### src/rtl/cpc_rom_loader_pkg.sv
`default_nettype none
// ============================================================================
// cpc_loader_pkg : page constants, boot-write queue entry, hex-digit decoder
// Revision: 1.0
// ============================================================================
package cpc_loader_pkg;

  localparam logic [8:0] PAGE_LOW0   = 9'h000;
  localparam logic [8:0] PAGE_UP0    = 9'h100;
  localparam logic [8:0] PAGE_AMSDOS = 9'h107;
  localparam logic [8:0] PAGE_MF2    = 9'h1FF;
  localparam logic [8:0] PAGE_BAD    = 9'h1EE;

  typedef struct packed {
    logic [22:0] a;
    logic [1:0]  bank;
    logic [7:0]  d;
  } boot_entry_t;

  typedef struct packed {
    logic       valid;
    logic [3:0] val;
  } hex_digit_t;

  // Upper-case ASCII hex digit; anything else is reported invalid.
  function automatic hex_digit_t hex_decode(input logic [7:0] c);
    hex_digit_t r;
    r = '0;
    if (c >= 8'h30 && c <= 8'h39) begin
      r.valid = 1'b1;
      r.val   = c[3:0];
    end else if (c >= 8'h41 && c <= 8'h46) begin
      r.valid = 1'b1;
      r.val   = c[3:0] + 4'd9;
    end
    return r;
  endfunction

endpackage
`default_nettype wire

### src/rtl/cpc_rom_loader_if.sv
`default_nettype none
// ============================================================================
// cpc_rom_loader_if : ioctl download, SDRAM boot-write and ROM-map signals
// Revision: 1.0
// ============================================================================
interface cpc_rom_loader_if;
  logic        ioctl_download;
  logic        ioctl_wr;
  logic [24:0] ioctl_addr;
  logic [7:0]  ioctl_dout;
  logic [7:0]  ioctl_index;
  logic [15:0] ioctl_file_ext;
  logic        model;
  logic        mem_ce;
  logic        boot_wr;
  logic [22:0] boot_a;
  logic [1:0]  boot_bank;
  logic [7:0]  boot_dout;
  logic [7:0]  map_addr;
  logic        map_hit;
  logic        busy;
  logic        ovf;

  modport master (
    output ioctl_download, ioctl_wr, ioctl_addr, ioctl_dout, ioctl_index,
           ioctl_file_ext, model, mem_ce, map_addr,
    input  boot_wr, boot_a, boot_bank, boot_dout, map_hit, busy, ovf
  );

  modport slave (
    input  ioctl_download, ioctl_wr, ioctl_addr, ioctl_dout, ioctl_index,
           ioctl_file_ext, model, mem_ce, map_addr,
    output boot_wr, boot_a, boot_bank, boot_dout, map_hit, busy, ovf
  );
endinterface
`default_nettype wire

### src/rtl/cpc_rom_loader_fifo.sv
`default_nettype none
// ============================================================================
// loader_fifo : power-of-two skid FIFO of boot-write entries, head held stable
// Revision: 1.0
// ============================================================================
module loader_fifo
  import cpc_loader_pkg::*;
#(
  parameter int DEPTH = 2
) (
  input  logic        clk_sys,
  input  logic        reset,
  input  logic        push_i,
  input  boot_entry_t din_i,
  input  logic        pop_i,
  output logic        full_o,
  output logic        empty_o,
  output boot_entry_t head_o
);
  localparam int AW = $clog2(DEPTH);

  boot_entry_t  mem_q [DEPTH];
  logic [AW:0]  wp_q;
  logic [AW:0]  rp_q;
  logic         do_push;
  logic         do_pop;

  assign empty_o = (wp_q == rp_q);
  assign full_o  = (wp_q[AW] != rp_q[AW]) && (wp_q[AW-1:0] == rp_q[AW-1:0]);
  assign head_o  = mem_q[rp_q[AW-1:0]];

  // A full queue still accepts a push when the head leaves in the same cycle.
  assign do_pop  = pop_i & ~empty_o;
  assign do_push = push_i & (~full_o | do_pop);

  always_ff @(posedge clk_sys) begin
    if (reset) begin
      wp_q <= '0;
      rp_q <= '0;
      for (int i = 0; i < DEPTH; i++) mem_q[i] <= '0;
    end else begin
      if (do_push) begin
        mem_q[wp_q[AW-1:0]] <= din_i;
        wp_q                <= wp_q + 1'b1;
      end
      if (do_pop) rp_q <= rp_q + 1'b1;
    end
  end
endmodule
`default_nettype wire

### src/rtl/cpc_rom_loader.sv
`default_nettype none
// ============================================================================
// cpc_rom_loader : maps ioctl ROM bytes to SDRAM pages, queues boot writes,
// keeps the expansion-ROM present map. Option macro: CPC_COMBO_ROM_EN.
// Revision: 1.0
// ============================================================================
module cpc_rom_loader
  import cpc_loader_pkg::*;
#(
  parameter int FIFO_DEPTH = 2
) (
  input  logic             clk_sys,
  input  logic             reset,
  cpc_rom_loader_if.slave  bus
);
  logic         dl_q;
  logic         wr_q;
  logic [8:0]   page_q;
  logic         ovf_q;
  logic [255:0] map_q;
  logic         map_hit_q;
`ifdef CPC_COMBO_ROM_EN
  logic         combo_q;
  logic         ext_combo;
`endif

  hex_digit_t   ext_hi;
  hex_digit_t   ext_lo;
  logic [8:0]   ext_page;
  logic [10:0]  blk;
  logic [8:0]   sys_page;
  logic [7:0]   exp_blk;
  boot_entry_t  ent;
  logic         map_ok;
  logic         dl_rise;
  logic         capture;
  logic         full;
  logic         empty;
  logic         pop;
  logic         accept;
  logic         drop;
  boot_entry_t  head;

  assign dl_rise = bus.ioctl_download & ~dl_q;
  assign capture = bus.ioctl_wr & ~wr_q & bus.ioctl_download & map_ok;
  assign pop     = bus.mem_ce & ~empty;
  assign accept  = capture & (~full | pop);
  assign drop    = capture & full & ~pop;

  // Page chosen at download start. Any valid hex digit selects the lower
  // half (page[8]=0); two invalid characters leave the parking page.
  always_comb begin
    ext_hi   = hex_decode(bus.ioctl_file_ext[15:8]);
    ext_lo   = hex_decode(bus.ioctl_file_ext[7:0]);
    ext_page = PAGE_BAD;
`ifdef CPC_COMBO_ROM_EN
    ext_combo = 1'b0;
`endif
    if (bus.ioctl_file_ext == 16'h5A5A) begin
      ext_page = PAGE_LOW0;
    end else if (bus.ioctl_file_ext == 16'h5A30) begin
      ext_page = PAGE_LOW0;
`ifdef CPC_COMBO_ROM_EN
      ext_combo = 1'b1;
`endif
    end else begin
      if (ext_hi.valid | ext_lo.valid) ext_page[8] = 1'b0;
      if (ext_hi.valid) ext_page[7:4] = ext_hi.val;
      if (ext_lo.valid) ext_page[3:0] = ext_lo.val;
    end
  end

  always_comb begin
    blk = bus.ioctl_addr[24:14];
    case (blk[1:0])
      2'd0:    sys_page = PAGE_LOW0;
      2'd1:    sys_page = PAGE_UP0;
      2'd2:    sys_page = PAGE_AMSDOS;
      default: sys_page = PAGE_MF2;
    endcase
    exp_blk = page_q[7:0] + bus.ioctl_addr[21:14];
    ent.d   = bus.ioctl_dout;
    if (bus.ioctl_index != 8'd0) begin
      ent.a    = {page_q[8], exp_blk, bus.ioctl_addr[13:0]};
      ent.bank = {1'b0, bus.model};
      map_ok   = 1'b1;
    end else begin
      ent.a    = {sys_page, bus.ioctl_addr[13:0]};
      ent.bank = {1'b0, blk[2]};
      map_ok   = (blk[10:3] == 8'd0);
    end
  end

  loader_fifo #(.DEPTH(FIFO_DEPTH)) u_fifo (
    .clk_sys (clk_sys),
    .reset   (reset),
    .push_i  (capture),
    .din_i   (ent),
    .pop_i   (pop),
    .full_o  (full),
    .empty_o (empty),
    .head_o  (head)
  );

  // Edge detectors reload from the pins in reset so that a download already
  // under way is not mistaken for a fresh start when reset releases.
  always_ff @(posedge clk_sys) begin
    if (reset) begin
      dl_q      <= bus.ioctl_download;
      wr_q      <= bus.ioctl_wr;
      page_q    <= PAGE_LOW0;
      ovf_q     <= 1'b0;
      map_q     <= '0;
      map_hit_q <= 1'b0;
`ifdef CPC_COMBO_ROM_EN
      combo_q   <= 1'b0;
`endif
    end else begin
      dl_q      <= bus.ioctl_download;
      wr_q      <= bus.ioctl_wr;
      map_hit_q <= map_q[bus.map_addr];
      if (dl_rise) begin
        page_q  <= ext_page;
        ovf_q   <= 1'b0;
`ifdef CPC_COMBO_ROM_EN
        combo_q <= ext_combo;
`endif
      end
      if (accept && ent.a[22]) map_q[ent.a[21:14]] <= 1'b1;
      if (drop) ovf_q <= 1'b1;
`ifdef CPC_COMBO_ROM_EN
      // Last byte of the first 16K switches the rest onto the MF2 page.
      if (accept && combo_q && bus.ioctl_addr[13:0] == 14'h3FFF) begin
        page_q  <= PAGE_MF2;
        combo_q <= 1'b0;
      end
`endif
    end
  end

  assign bus.boot_wr   = ~empty;
  assign bus.boot_a    = head.a;
  assign bus.boot_bank = head.bank;
  assign bus.boot_dout = head.d;
  assign bus.map_hit   = map_hit_q;
  assign bus.busy      = bus.ioctl_download | ~empty;
  assign bus.ovf       = ovf_q;
endmodule
`default_nettype wire

### src/flat_wrapper.sv
// flat-port wrapper written by rule: the top's interface ports become plain ports
module cpc_rom_loader_flat import cpc_loader_pkg::*;
#(
  parameter int FIFO_DEPTH = 2
)
  (clk_sys, reset, bus_ioctl_download, bus_ioctl_wr, bus_ioctl_addr, bus_ioctl_dout, bus_ioctl_index, bus_ioctl_file_ext, bus_model, bus_mem_ce, bus_map_addr, bus_boot_wr, bus_boot_a, bus_boot_bank, bus_boot_dout, bus_map_hit, bus_busy, bus_ovf);
  cpc_rom_loader_if bus_i ();
  input  logic clk_sys;
  input  logic reset;
  input wire logic [$bits(bus_i.ioctl_download)-1:0] bus_ioctl_download;
  input wire logic [$bits(bus_i.ioctl_wr)-1:0] bus_ioctl_wr;
  input wire logic [$bits(bus_i.ioctl_addr)-1:0] bus_ioctl_addr;
  input wire logic [$bits(bus_i.ioctl_dout)-1:0] bus_ioctl_dout;
  input wire logic [$bits(bus_i.ioctl_index)-1:0] bus_ioctl_index;
  input wire logic [$bits(bus_i.ioctl_file_ext)-1:0] bus_ioctl_file_ext;
  input wire logic [$bits(bus_i.model)-1:0] bus_model;
  input wire logic [$bits(bus_i.mem_ce)-1:0] bus_mem_ce;
  input wire logic [$bits(bus_i.map_addr)-1:0] bus_map_addr;
  output wire logic [$bits(bus_i.boot_wr)-1:0] bus_boot_wr;
  output wire logic [$bits(bus_i.boot_a)-1:0] bus_boot_a;
  output wire logic [$bits(bus_i.boot_bank)-1:0] bus_boot_bank;
  output wire logic [$bits(bus_i.boot_dout)-1:0] bus_boot_dout;
  output wire logic [$bits(bus_i.map_hit)-1:0] bus_map_hit;
  output wire logic [$bits(bus_i.busy)-1:0] bus_busy;
  output wire logic [$bits(bus_i.ovf)-1:0] bus_ovf;
  assign bus_i.ioctl_download = bus_ioctl_download;
  assign bus_i.ioctl_wr = bus_ioctl_wr;
  assign bus_i.ioctl_addr = bus_ioctl_addr;
  assign bus_i.ioctl_dout = bus_ioctl_dout;
  assign bus_i.ioctl_index = bus_ioctl_index;
  assign bus_i.ioctl_file_ext = bus_ioctl_file_ext;
  assign bus_i.model = bus_model;
  assign bus_i.mem_ce = bus_mem_ce;
  assign bus_i.map_addr = bus_map_addr;
  assign bus_boot_wr = bus_i.boot_wr;
  assign bus_boot_a = bus_i.boot_a;
  assign bus_boot_bank = bus_i.boot_bank;
  assign bus_boot_dout = bus_i.boot_dout;
  assign bus_map_hit = bus_i.map_hit;
  assign bus_busy = bus_i.busy;
  assign bus_ovf = bus_i.ovf;
  cpc_rom_loader #(.FIFO_DEPTH(FIFO_DEPTH)) u_core (.clk_sys(clk_sys), .reset(reset), .bus(bus_i));
endmodule
### config.mk
export PLATFORM = sky130hd
export DESIGN_NAME = cpc_rom_loader_flat
export DESIGN_NICKNAME = d
export VERILOG_FILES = /design/src/rtl/cpc_rom_loader_pkg.sv /design/src/rtl/cpc_rom_loader_if.sv /design/src/rtl/cpc_rom_loader_fifo.sv /design/src/rtl/cpc_rom_loader.sv /design/src/flat_wrapper.sv
export SDC_FILE = /design/constraint.sdc
export NUM_CORES = 1
export LEC_CHECK = 0
export CAP_MARGIN = 20
export CELL_PAD_IN_SITES_DETAIL_PLACEMENT = 1
export CELL_PAD_IN_SITES_GLOBAL_PLACEMENT = 1
export CORE_ASPECT_RATIO = 1.25
export CORE_UTILIZATION = 50
export CTS_CLUSTER_SIZE = 30
export DETAILED_ROUTE_END_ITERATION = 6
export GPL_TIMING_DRIVEN = 0
export PLACE_DENSITY = 0.82
export SLEW_MARGIN = 20
export SYNTH_ARGS = -nofsm -noshare
export SYNTH_HDL_FRONTEND = slang
export SYNTH_SLANG_ARGS = --single-unit
### constraint.sdc
create_clock -name clk_sys -period 6.5 [get_ports clk_sys]
set_clock_uncertainty 0.2 [all_clocks]
set_input_delay 1.3 -clock clk_sys [delete_from_list [all_inputs] [get_ports clk_sys]]
set_output_delay 1.3 -clock clk_sys [all_outputs]
set_load 0.05 [all_outputs]
==> impl_metrics.ini <==
[outcome]
status = finished clean

[cts]
cts_resized = 0
post-cts-setup-buffers = 0
cts_buffer_depth = 3
htree_levels = 2
cts.root.buffer_cell = clkbuf_16
clock_latency_ps = 520
cts_tree = yes
clk_transition_reported_paths_ps = 60
hold_buffers = 0
clock_sinks = 338
cts_buffers = 34

[finish]
fin_nets = 1430
syn_to_final_growth_pct = 18.6
layout-drive-gt1-share_pct = 14.0
fin_cells = 1719
n_antenna_cell = 0
utilization_pct = 60.8
post-route-cell-area_sq_um = 16900

[power_and_ir_drop]
ir_worst_vdd_mv = 0.217
combPwrFrac_pct = 11.4
power_leakage_nw = 5.80
seq_power_share_pct = 45.5
p_switching_mw = 1.20
clkPwrFrac_pct = 43.1
p_int_mw = 3.57
power.density_nw_per_um2 = 282
p_sw_share_pct = 25.1

[route]
drtIter0Drc = 740
drcViolationCount = 0
via_per_inst = 6.49
num_vias = 11162
drt_wl_total_um = 45500
antenna_left = 0
first_pass_iters = 5
drt-wirelength-per-cell_um = 26.5

[synth]
ys_ff_latch = 338
syn_inst = 1205
async_flop_share_pct = 0
postSynthAreaPerCell_sq_um = 11.8
yosysTopAreaCell = dfxtp_1
synth_top_area_share_pct = 38.4
synthTopCellsByArea = dfxtp_1 38%, o2bb2ai_1 15%, edfxtp_1 13%
synth_area_sq_um = 14300
yosysSeqAreaShare_pct = 51.9
yosysUniqueCellTypes = 61
synth_ff_type = dfxtp_1
synth-edff-count = 64
synth_warnings = 0
syn-num-nets = 1292

[grt]
grt_pass1_vias = 11691
grt_remaining_overflow = 0
grt_max_degree = 33
grt_util_all_layers_pct = 31.2
grt_antenna_before_repair = 0
grt_pass1_wl_um = 69600

[setup_path]
end_kind = flop
worstPathMaxFanout = 10
worst_path_largest_cell_delay_ps = 510
arrival_ps = 4920
crit_chain = clkdlybuf4s50_1, ha_1, fa_1, a21o_1, a21oi_2, nor4b_1, nor3_1, o21ai_0, nand3_1, clkbuf_1, o2bb2ai_1
crit_type = in2reg
cpMaxStageDelayCell = clkdlybuf4s50_1
start_kind = primary input
crit_required_ps = 6680

[timing]
setup-tns-final_ps = 0
slew_headroom_pct = 32.8
maxSlewViolCount = 0
tightestPinTransition_ps = 1010
finalSetupViolCount = 0
fmax_ghz = 0.211
rsz0062_at_grt = no
min_period_over_period_pct = 72.8
fin_crit_ps = 4730
hold_viol_final = 0

[floorplan]
die_area_sq_um = 29200
die_y_um = 191
die_w_um = 153
io_pins = 108
initial_core_util_pct = 51.3
core_sq_um = 27800
num_rows = 68

[hold_path]
hp-class = reg2reg

[placement]
dp_hpwl_um = 30900
portBuffers = 101
place_congestion = 0.886
dp.cells = 1657
placed_area_sq_um = 15800

[run]
cap_viol_max_count = 0
[cell usage in the layout, fill, tap and decap left out, drive strengths merged, types with 6 or more instances in the layout]
cell type	synthesis	final
clkdlybuf4s50	0	101
clkinv	1	8
a21oi	21	21
mux4	54	54
and2	49	49
xor2	7	7
edfxtp	64	64
mux2i	27	27
nand3	20	20
o221ai	17	17
nand2b	7	7
mux2	33	33
ha	15	15
clkbuf	64	114
nor3	9	9
a22oi	13	13
nor2	60	60
o21ai	19	19
o22ai	14	14
inv	24	26
o2bb2ai	248	248
nand2	58	58
buf	41	42
a32oi	6	6
dfxtp	274	274
[kinds of logic after synthesis]
kind of cell / Yosys count / share of synthesized area [%]
multiplexers: 114 / 13.0
adder cells (fa/ha/maj): 16 / 1.45
buffers and inverters: 130 / 3.96
other: 1 / 0.0263
AO/OA/AOI/OAI: 361 / 20.7
flip-flops: 338 / 51.9
XOR/XNOR: 10 / 0.614
AND/OR/NAND/NOR: 235 / 8.33
[metal layers]
| layer | vias up | wire [um] | GRT usage [%] |
|---|---|---|---|
| met3 | 151 | 2850 | 5.46 |
| met2 | 458 | 22500 | 54.4 |
| met5 | - | 0 | 0 |
| met4 | 0 | 2280 | 16.7 |
| met1 | 5622 | 17900 | 36.8 |
| li1 | 4931 | - | - |
[final timing paths]
check	from	end	slack (ps)	depth (start not counted)
worst max-delay path	bus_ioctl_addr[14]	u_core.map_q[201]	1770	11
worst min-delay path	u_core.map_q[70]	u_core.map_q[70]	260	1
worst max register to register	u_core.page_q[0]	u_core.map_q[201]	2800	10
worst min register to register	u_core.map_q[70]	u_core.map_q[70]	260	1
[critical path, delay by kind of cell]
kind	cells	cell delay [ps]
AND/OR/NAND/NOR	3	1050
adder cells (fa/ha/maj)	2	740
AO/OA/AOI/OAI	4	910
buffers and inverters	2	910
[power by group through the flow]
| stage | sequential, mW | combinational [mW] | clock (mW) |
|---|---|---|---|
| floorplan | 2.21 | 0.334 | 0 |
| detailed placement | 2.22 | 0.535 | 0 |
| global route | 2.17 | 0.573 | 2.15 |
| CTS | 2.17 | 0.539 | 2.07 |
| finish | 2.17 | 0.542 | 2.05 |
| global placement | 2.21 | 0.521 | 0 |
[Yosys cell counts (all sizes together), types with 2 or more instances]
cell     instances
mux2i           27
dfxtp          274
or3              5
nand4            3
nand3b           2
mux4            54
a2111oi          4
o2bb2ai        248
a32oi            6
a211oi           3
and3             2
a22oi           13
a21oi           21
nor2b            5
nor3             9
o21ai           19
o22ai           14
xnor2            3
xor2             7
nand2b           7
inv             24
and2            49
o221ai          17
ha              15
edfxtp          64
nand3           20
nand2           58
a31oi            2
o41ai            2
nor2            60
nor4             4
buf             41
or4              3
clkbuf          64
or2              3
nor3b            2
a21o             2
mux2            33
a211o            3
[through the flow]
step | hold slack (ps) | total power, mW | worst slack, ps
6_report | 259 | 4.77 | 1770
5_1_grt | 273 | 4.89 | 1490
4_1_cts | 261 | 4.78 | 1830
3_5_place_dp | 241 | 2.75 | 1330
3_3_place_gp | 239 | 2.73 | 1330
2_1_floorplan | 214 | 2.55 | 2610
[flip-flops by register name, indices dropped and copies added (netlist names), named ones only]
signal,flops
u_core.dl_q,1
u_core.u_fifo.mem_q,64
u_core.page_q,9
u_core.map_q,256
u_core.u_fifo.rp_q,2
u_core.bus.ovf,1
u_core.u_fifo.wp_q,2
u_core.bus.map_hit,1
u_core.wr_q,1
[area by class of cell]
class / count / area [sq um]
Multi-Input combinational cell: 737 / 6310
Fill cell: 2829 / 10900
Buffer: 105 / 472
Inverter: 25 / 93.8
Timing Repair Buffer: 102 / 1040
Tap cell: 350 / 438
Sequential cell: 338 / 7410
Clock inverter: 12 / 136
Clock buffer: 50 / 1030
No activity file was read; power rests on OpenSTA's default activity.
